**src/rtl/ysyx_24090018_alu_pkg.sv**
```systemverilog
// Shared constants and the decoded-operation record for the ALU issue stage.
package ysyx_24090018_alu_pkg;

   localparam int XLEN  = 32;
   localparam int SEL_W = 4;

   localparam logic [3:0] ALU_AND = 4'b0000;
   localparam logic [3:0] ALU_OR  = 4'b0001;
   localparam logic [3:0] ALU_ADD = 4'b0010;
   localparam logic [3:0] ALU_XOR = 4'b0011;
   localparam logic [3:0] ALU_SLL = 4'b0100;
   localparam logic [3:0] ALU_SRL = 4'b0101;
   localparam logic [3:0] ALU_SUB = 4'b0110;
   localparam logic [3:0] ALU_SRA = 4'b0111;

   localparam logic [6:0] OPC_OP    = 7'b0110011;
   localparam logic [6:0] OPC_OPIMM = 7'b0010011;
   localparam logic [6:0] OPC_LUI   = 7'b0110111;
   localparam logic [6:0] OPC_AUIPC = 7'b0010111;

   localparam logic [6:0] F7_ALT = 7'h20;

   typedef struct packed {
      logic [XLEN-1:0]  din1;
      logic [XLEN-1:0]  din2;
      logic [SEL_W-1:0] sel;
      logic [4:0]       rd;
      logic             wen;
      logic             illegal;
      logic [XLEN-1:0]  pc;
   } alu_op_t;

   localparam int OP_W = $bits(alu_op_t);

endpackage

```
**src/rtl/ysyx_24090018_alu_dec.sv**
```systemverilog
// Combinational decoder: RV32I ALU-class instruction plus operands -> ALU operation record.
module ysyx_24090018_alu_dec
   import ysyx_24090018_alu_pkg::*;
(
   input  logic [31:0] inst_i,
   input  logic [31:0] pc_i,
   input  logic [31:0] rs1_i,
   input  logic [31:0] rs2_i,
   output alu_op_t     op_o
);

   logic [6:0]  opc;
   logic [2:0]  f3;
   logic [6:0]  f7;
   logic [31:0] imm_i;
   logic [31:0] imm_u;
   logic [31:0] d1;
   logic [31:0] d2;
   logic [3:0]  sel;
   logic        legal;

   assign opc   = inst_i[6:0];
   assign f3    = inst_i[14:12];
   assign f7    = inst_i[31:25];
   assign imm_i = {{20{inst_i[31]}}, inst_i[31:20]};
   assign imm_u = {inst_i[31:12], 12'b0};

   always_comb begin
      legal = 1'b1;
      sel   = ALU_ADD;
      d1    = '0;
      d2    = '0;
      case (opc)
         OPC_OP: begin
            d1 = rs1_i;
            d2 = rs2_i;
            case ({f7, f3})
               {7'h00, 3'b000}: sel = ALU_ADD;
               {F7_ALT, 3'b000}: sel = ALU_SUB;
               {7'h00, 3'b001}: sel = ALU_SLL;
               {7'h00, 3'b100}: sel = ALU_XOR;
               {7'h00, 3'b101}: sel = ALU_SRL;
               {F7_ALT, 3'b101}: sel = ALU_SRA;
               {7'h00, 3'b110}: sel = ALU_OR;
               {7'h00, 3'b111}: sel = ALU_AND;
               default:         legal = 1'b0;
            endcase
         end
         OPC_OPIMM: begin
            d1 = rs1_i;
            d2 = imm_i;
            case (f3)
               3'b000: sel = ALU_ADD;
               3'b100: sel = ALU_XOR;
               3'b110: sel = ALU_OR;
               3'b111: sel = ALU_AND;
               // Shifts take only the 5-bit shamt; the upper immediate bits select SRL/SRA.
               3'b001: begin
                  d2    = {27'b0, inst_i[24:20]};
                  sel   = ALU_SLL;
                  legal = (f7 == 7'h00);
               end
               3'b101: begin
                  d2    = {27'b0, inst_i[24:20]};
                  sel   = (f7 == F7_ALT) ? ALU_SRA : ALU_SRL;
                  legal = (f7 == 7'h00) || (f7 == F7_ALT);
               end
               default: legal = 1'b0;
            endcase
         end
         OPC_LUI: begin
            d1 = '0;
            d2 = imm_u;
         end
         OPC_AUIPC: begin
            d1 = pc_i;
            d2 = imm_u;
         end
         default: legal = 1'b0;
      endcase
   end

   always_comb begin
      op_o         = '0;
      op_o.pc      = pc_i;
      op_o.rd      = inst_i[11:7];
      op_o.illegal = !legal;
      if (legal) begin
         op_o.din1 = d1;
         op_o.din2 = d2;
         op_o.sel  = sel;
         op_o.wen  = (inst_i[11:7] != 5'd0);
      end
   end

endmodule

```
**src/rtl/ysyx_24090018_alu_issue.sv**
```systemverilog
// ALU operand issue stage: decodes on accept, registers the result, 1-entry skid behind it.
// Handshake: a side transfers on a rising edge where its valid and ready are both high.
module ysyx_24090018_alu_issue
   import ysyx_24090018_alu_pkg::*;
(
   input  logic        clk,
   input  logic        rst_n,
   input  logic        flush_i,
   input  logic        in_valid_i,
   output logic        in_ready_o,
   input  logic [31:0] in_inst_i,
   input  logic [31:0] in_pc_i,
   input  logic [31:0] in_rs1_i,
   input  logic [31:0] in_rs2_i,
   output logic        out_valid_o,
   input  logic        out_ready_i,
   output logic [31:0] out_din1_o,
   output logic [31:0] out_din2_o,
   output logic [3:0]  out_sel_o,
   output logic [4:0]  out_rd_o,
   output logic        out_wen_o,
   output logic        out_illegal_o,
   output logic [31:0] out_pc_o
);

   alu_op_t dec_op;
   alu_op_t out_q, out_d;
   alu_op_t skid_q, skid_d;
   logic    out_valid_q, out_valid_d;
   logic    skid_valid_q, skid_valid_d;
   logic    in_ready_q, in_ready_d;
   logic    accept;
   logic    hold;

   ysyx_24090018_alu_dec u_dec (
      .inst_i (in_inst_i),
      .pc_i   (in_pc_i),
      .rs1_i  (in_rs1_i),
      .rs2_i  (in_rs2_i),
      .op_o   (dec_op)
   );

   assign accept = in_valid_i && in_ready_q;
   assign hold   = out_valid_q && !out_ready_i;

   always_comb begin
      out_d        = out_q;
      out_valid_d  = out_valid_q;
      skid_d       = skid_q;
      skid_valid_d = skid_valid_q;
      if (flush_i) begin
         out_valid_d  = 1'b0;
         skid_valid_d = 1'b0;
      end else if (hold) begin
         if (accept) begin
            skid_d       = dec_op;
            skid_valid_d = 1'b1;
         end
      end else if (skid_valid_q) begin
         // in_ready was low, so no new entry can compete with the skid this cycle.
         out_d        = skid_q;
         out_valid_d  = 1'b1;
         skid_valid_d = 1'b0;
      end else if (accept) begin
         out_d       = dec_op;
         out_valid_d = 1'b1;
      end else begin
         out_valid_d = 1'b0;
      end
      in_ready_d = !skid_valid_d;
   end

   always_ff @(posedge clk or negedge rst_n) begin
      if (!rst_n) begin
         out_q        <= '0;
         skid_q       <= '0;
         out_valid_q  <= 1'b0;
         skid_valid_q <= 1'b0;
         in_ready_q   <= 1'b1;
      end else begin
         out_q        <= out_d;
         skid_q       <= skid_d;
         out_valid_q  <= out_valid_d;
         skid_valid_q <= skid_valid_d;
         in_ready_q   <= in_ready_d;
      end
   end

   assign in_ready_o    = in_ready_q;
   assign out_valid_o   = out_valid_q;
   assign out_din1_o    = out_q.din1;
   assign out_din2_o    = out_q.din2;
   assign out_sel_o     = out_q.sel;
   assign out_rd_o      = out_q.rd;
   assign out_wen_o     = out_q.wen;
   assign out_illegal_o = out_q.illegal;
   assign out_pc_o      = out_q.pc;

endmodule

```
**config.mk**
```make
export PLATFORM = sky130hd
export DESIGN_NAME = ysyx_24090018_alu_issue
export DESIGN_NICKNAME = d
export VERILOG_FILES = /design/src/rtl/ysyx_24090018_alu_pkg.sv /design/src/rtl/ysyx_24090018_alu_dec.sv /design/src/rtl/ysyx_24090018_alu_issue.sv
export SDC_FILE = /design/constraint.sdc
export NUM_CORES = 1
export LEC_CHECK = 0
export BUFFER_PORTS_ARGS = -buffer_cell sky130_fd_sc_hd__buf_4
export CAP_MARGIN = 20
export CELL_PAD_IN_SITES_DETAIL_PLACEMENT = 1
export CELL_PAD_IN_SITES_GLOBAL_PLACEMENT = 1
export CORE_UTILIZATION = 40
export CTS_CLUSTER_SIZE = 25
export DETAILED_ROUTE_END_ITERATION = 10
export PLACE_DENSITY = 0.75
export SLEW_MARGIN = 15
export SYNTH_ARGS = -nofsm -noshare
export SYNTH_HDL_FRONTEND = slang
export SYNTH_SLANG_ARGS = --single-unit
export TNS_END_PERCENT = 100
```
**constraint.sdc**
```tcl
create_clock -name clk -period 6.1 [get_ports clk]
set_clock_uncertainty 0.2 [all_clocks]
set_input_delay 1.22 -clock clk [delete_from_list [all_inputs] [get_ports clk]]
set_output_delay 1.22 -clock clk [all_outputs]
set_load 0.05 [all_outputs]
```
# Yosys cells after proc, flatten, opt, wreduce, memory -nomap -nowiden
# Cells that the tools add are included.
[word_totals] wordCells=76 register_bits=217 out_inout_bits=109 inputBits=133
[op_classes] reduce_logical=18 n_eq_ne=18 bitwise_logic=2 mux=21
[ops] cell="two-way mux 107 bit" n=2
[ops] cell="one-hot mux 32 bit (3 select lines)" n=1
[ops] cell="two-way mux 68 bit" n=1
[ops] cell="one-hot mux 32 bit (2 select lines)" n=1
[ops] cell="equality test 10 x 3 -> 1 bit, second input constant" n=4
[ops] cell="two-way mux 32 bit" n=1
[ops] cell="equality test 7 x 6 -> 1 bit, second input constant" n=3
[ops] cell="one-hot mux 3 bit (7 select lines)" n=1
[ops] cell="equality test 10 x 9 -> 1 bit, second input constant" n=2
[ops] cell="one-hot mux 4 bit (5 select lines)" n=1
[ops] cell="equality test 7 x 5 -> 1 bit, second input constant" n=2
[ops] cell="equality test 3 bit, second input constant" n=4
[ops] cell="equality test 10 x 1 -> 1 bit, second input constant" n=1
[ops] cell="zero test 10 bit" n=1
[ops] cell="two-way mux 1 bit" n=9
[ops] cell="one-hot mux 4 bit (2 select lines)" n=1
[ops] cell="OR reduction 8 bit" n=1
[ops] cell="zero test 7 bit" n=1
[ops] cell="one-hot mux 1 bit (3 select lines)" n=2
[ops] cell="AND reduction 3 bit" n=2
[ops] cell="OR reduction 2 bit" n=3
[ops] cell="nonzero test 5 bit" n=1
[ops] cell="OR reduction 4 bit" n=1
[ops] cell="equality test 3 x 1 -> 1 bit, second input constant" n=1
[ops] cell="other kinds (8)" n=12

# Depth between registers and ports, before layout
[depth] word_depth=7 mapped_depth=8 mapped_depth_nobuf=5

# Modules after synthesis
# Synthesis repeated with hierarchy kept, for this count alone.
[hier_totals] cells_unflattened=859 area_unflattened_um2=11101.9
[by_module_without_submodules] mod="ysyx_24090018_alu_issue" cells_per_inst=582 area_per_inst_um2=9346.5 seq_area_each_um2=5431.5 n_inst=1
[by_module_without_submodules] mod="ysyx_24090018_alu_dec" cells_per_inst=277 area_per_inst_um2=1755.4 seq_area_each_um2=0.0 n_inst=1

# Worst setup path after synthesis
# Ideal clock, no wire load.
[synth_path] path_type="input to register" start="in in_inst_i[26]" end="reg out_q, in the netlist out_sel_o[1]" n_path_buf=0 required_time_ps=5778 setup_ps=122 arrival_ps=2664 path_slack_ps=3114 stages=5 cell_sequence="or4_4 or2_1 a2111oi_0 or4b_1 a21oi_1"
[synth_via] elab_chain_cells=7 elab_cells_between_ends=22 cone_classes="eq/ne (8); mux (10); reduce/logical (4)"
[synth_rtl] element="start, declared" line_no="ysyx_24090018_alu_issue.sv:11" text="input logic [31:0] in_inst_i,"
[synth_rtl] element="equality test 10 x 9 -> 1 bit, or another cell as far along" line_no="ysyx_24090018_alu_dec.sv:37" text="case ({f7, f3})"
[synth_rtl] element="OR reduction 8 bit (no line), or another cell as far along"
[synth_rtl] element="two-way mux 1 bit, or another cell as far along" line_no="ysyx_24090018_alu_dec.sv:37"
[synth_rtl] element="one-hot mux 1 bit (3 select lines) / one-hot mux 4 bit (2 select lines) (equally long branches)" line_no="ysyx_24090018_alu_dec.sv:33" text="case (opc)"
[synth_rtl] element="two-way mux 68 bit (*)" line_no="ysyx_24090018_alu_dec.sv:88" text="if (legal) begin"
[synth_rtl] element="two-way mux 107 bit (*)" line_no="ysyx_24090018_alu_issue.sv:64" text="end else if (accept) begin"
[synth_rtl] element="two-way mux 107 bit (*)" line_no="ysyx_24090018_alu_issue.sv:59" text="end else if (skid_valid_q) begin"
[synth_rtl] element="end signal, assigned" line_no="ysyx_24090018_alu_issue.sv:81" text="out_q <= out_d;"
[synth_rtl] element="end, declared" line_no="ysyx_24090018_alu_issue.sv:27" text="alu_op_t out_q, out_d;"
# Mark *: on every way between the ends. The rest lies on a longest branch, timed or not. The select of a mux whose other input is x is not followed.
# A chain may end at the register's enable or synchronous reset.

# Worst setup path in the final report
[layout_path] start="in in_inst_i[5]" end="reg out_q, in the netlist out_din2_o[20]"
[layout_via] elab_chain_cells=6 elab_cells_between_ends=10 cone_classes="eq/ne (4); mux (5); reduce/logical (1)"
[layout_rtl] element="equality test 7 x 6 -> 1 bit / equality test 7 x 5 -> 1 bit (equally long branches)" line_no="ysyx_24090018_alu_dec.sv:33"
[layout_rtl] element="OR reduction 2 bit (no line)"
[layout_rtl] element="one-hot mux 32 bit (3 select lines) / one-hot mux 1 bit (3 select lines) (equally long branches)" line_no="ysyx_24090018_alu_dec.sv:33"
[layout_rtl] element="two-way mux 68 bit (*)" line_no="ysyx_24090018_alu_dec.sv:88"
[layout_rtl] element="two-way mux 107 bit (*)" line_no="ysyx_24090018_alu_issue.sv:64"
[layout_rtl] element="two-way mux 107 bit (*)" line_no="ysyx_24090018_alu_issue.sv:59"
# Marks and branches as above.

==> summary.txt <==
Outcome
  – Status: complete, no violations

Floorplan
  – Ports: 242
  – Effective utilization at floorplan: 40.9%
  – Die Ht: 160 um
  – Number of cell rows: 57
  – Horizontal die dimension: 160 um
  – Die area: 25600 um2
  – Core region area: 24400 um2

Detailed routing
  – DR DRC count: 0
  – Total iterations of the first detailed-routing run: 5
  – Vias: 8607
  – Avg Vias per Cell: 5.37
  – Wire length after detailed routing: 30600 um
  – Drt wl/cell: 19.1 um
  – Number of antenna-violating nets in the routed design: 0
  – Number of DRC violations after detailed-routing iteration 0: 470

Logic synthesis
  – Sequential-to-total area share from yosys stat: 53.9%
  – Synthesis-stage register bit count: 215
  – Average footprint of a synthesized cell: 9.26 um2
  – Synth warn: 0
  – Mapped cell area: 9990 um2
  – Number of different library cells in the post-synthesis netlist: 52
  – Post-Synthesis Cells: 1078
  – Net Count, Synth: 1211

STA
  – Transition time at the pin with the least slew margin: 0.973 ns
  – Post-route fraction of the period consumed by the critical path: 66.3%
  – Shortest period the worst path allows: 4.04 ns
  – Relative slew slack: 34.9%
  – Hold Slack: 0.268 ns
  – Hold Vio Cnt, Final: 0
  – Achievable clock frequency: 0.247 GHz
  – Unrepaired setup endpoints after global routing: false
  – Final total negative setup slack: 0 ns
  – Slew Limit Fails: 0
  – Count of endpoints failing setup in the final report: 0

Placed design
  – Placed wire-length estimate: 20400 um
  – Instance count after placement with tap cells included: 1560
  – PortBufs: 240
  – Cell area after placement: 11900 um2
  – Final weighted congestion in routability-driven placement: 0.832

Cells and area
  – Cell Count, Final, Fillers Out: 1603
  – Growth of design area from synthesis to finish: 27.1%
  – Fraction of final layout cells with drive strength greater than 1: 24.3%
  – Final-layout fill cell count: 2843
  – Commonest non-fill, non-tap cell in the layout: nand2_1
  – Final Cell Area: 12700 um2
  – Number of nets in the final layout: 1396
  – Commonest cells after routing, fill and taps aside: 314 x nand2_1, 251 x buf_4, 213 x dfrtp_1
  – Count of inserted antenna diode cells: 0

Worst setup path
  – Worst setup slack for register-to-register paths: 2.86 ns
  – Reg-to-reg startpoint: skid_valid_q
  – Critical path, cell by cell: buf_4, a21oi_1, a211o_2, nand3b_1, o21ai_1
  – Worst-path maximum fanout: 38
  – Worst EP arrival: 4.24 ns
  – Capture point of the worst path: out_din2_o[20]
  – Kind of start point of the critical path: input port
  – Longest individual stage delay on the worst path: 0.84 ns
  – First element of the critical path: in_inst_i[5]
  – Worst r2r dst: out_din2_o[20]
  – Worst setup path class: input port to flip-flop
  – Count of buffer and inverter cells on the critical path: 1
  – Worst reg2reg path depth: 6
  – Number of cells on the critical path: 5
  – Worst EP required: 6.30 ns
  – Element type at the critical path end: flip-flop
  – Worst path slowest cell: nand3b_1
  – Family with the most delay on the worst path: compound AO/OA/AOI/OAI gates

Power
  – P per Cell Area: 301 nW/um2
  – Maximum vdd ir drop: 186 uV
  – Total power: 3.82 mW
  – Pleak: 5.87 nW

Clocking
  – Clock latency on the worst-skew pair: 0.51 ns
  – Clock-pin slew of the registers on the worst-case setup and hold paths: 0.06 ns
  – # hold bufs at CTS: 0
  – Number of H-tree levels: 1
  – Clock tree root buffer cell: clkbuf_16
  – Number of buffers created by CTS: 25
  – CTS tree: yes
  – Post-CTS Resized: 0
  – Number of setup buffers added after CTS: 0
  – Bufs on Longest Clock Path: 3
  – Clock sink total: 215

Global routing
  – Wire length of the first global-routing pass: 49800 um
  – Overall Global Routing Usage: 24.2%
  – Total gr overflow: 0
  – Via count of the first global-routing pass: 8819
  – Pin count of the biggest net entering global routing: 123
  – Number of antenna violations at the first check in global routing: 0

Worst hold path
  – Classification of the worst-slack hold path: flip-flop to flip-flop

Job
  – Max-capacitance violation count: 0
[per-layer routing]
layer	GRT usage (%)	vias to the layer above	share of wire, %
li1	-	4154	-
met1	35.2	4227	47
met2	38.3	196	47
met3	2.91	30	4.0
met4	6.28	0	1.8
met5	0	-	0
[registers in the layout, indices dropped and copies added, names as in the netlist]
register	cells
skid_q	106
out_din1_o	32
out_din2_o	32
out_pc_o	32
out_rd_o	5
out_sel_o	3
in_ready_o	1
out_illegal_o	1
out_valid_o	1
out_wen_o	1
skid_valid_q	1
[per-stage QoR]
stage               setup WS (ns)  utilization (%)
floorplan                    3.11                -
finish                       2.06             52.0
CTS                          2.08             52.0
global placement             1.72             49.0
global route                 1.78             52.0
detailed placement           1.54             49.0
[worst min path at each step]
| stage | startpoint | end | slack (ns) | cells after the start |
|---|---|---|---|---|
| finish | skid_q[51] | skid_q[51] | 0.27 | 2 |
| global route | skid_q[50] | skid_q[50] | 0.29 | 2 |
| CTS | skid_q[54] | skid_q[54] | 0.27 | 2 |
| detailed placement | skid_q[54] | skid_q[54] | 0.26 | 2 |
| global placement | skid_q[52] | skid_q[52] | 0.25 | 2 |
| floorplan | skid_q[39] | skid_q[39] | 0.24 | 2 |
[worst register-to-register path, stage by stage (launching register included)]
cell      delay [ns]
dfrtp_4         0.61
a21oi_1         0.14
nor3_2          0.18
buf_4           0.51
nand2b_1        0.26
nand3b_1        0.78
o21ai_1         0.45
[area by class of cell]
class                      instances  area, um2  share of cell area (%)
inverter                           7       26.3                   0.207
clock buffer                      39        718                    5.66
multi-input combinational        762       4230                    33.3
tap                              324        405                    3.20
timing repair buffer             252       1900                    15.0
sequential                       215       5390                    42.4
clock inverter                     4       26.3                   0.207
[cell families after synthesis]
family / Yosys count / synth area share (%)
mux: 43 / 4.32
compound gates: 313 / 21.0
buf+inv: 101 / 4.12
other cells: 1 / 0.0376
flops: 215 / 53.9
simple gates: 405 / 16.6
[synthesized netlist by cell type, drive strengths merged]
library cell  count  share of area (%)
dfrtp           214                 54
o22ai             1              0.063
o21a              1              0.075
nand3b            2               0.15
or3               2               0.13
nor2             45                1.8
nor4b             1              0.088
o211ai            1              0.075
o21ai           130                6.5
nand3             5               0.25
nand2           315                 12
and2              1              0.063
o221ai            1              0.088
a211o             1               0.10
a22oi            39                2.9
clkbuf           70                2.6
conb              1              0.038
or4               7               0.56
mux2              1               0.11
a2111oi           1              0.088
mux2i            42                4.2
or4b              2               0.20
buf              24                1.2
or2               5               0.31
inv               7               0.26
nand4             1              0.063
nor2b             5               0.31
a21o              1              0.075
o2bb2ai          16                1.4
a21oi            20                1.1
dfstp             1               0.26
nand2b            3               0.19
and3              9               0.56
o41ai             8                1.2
a31oi             7               0.44
a32oi            32                2.8
a21boi            1              0.075
o21bai            1              0.075
o31ai            47                3.5
nor3              2               0.10
a22o              5               0.44
[where the power goes]
| group | internal [mW] | switching (mW) | leakage (nW) |
|---|---|---|---|
| clock | 0.803 | 0.575 | 0.361 |
| sequential | 1.56 | 0.0772 | 2.83 |
| combinational | 0.249 | 0.549 | 2.68 |
| total | 2.62 | 1.20 | 5.87 |
Note: power is estimated with default switching activity, not from simulation.
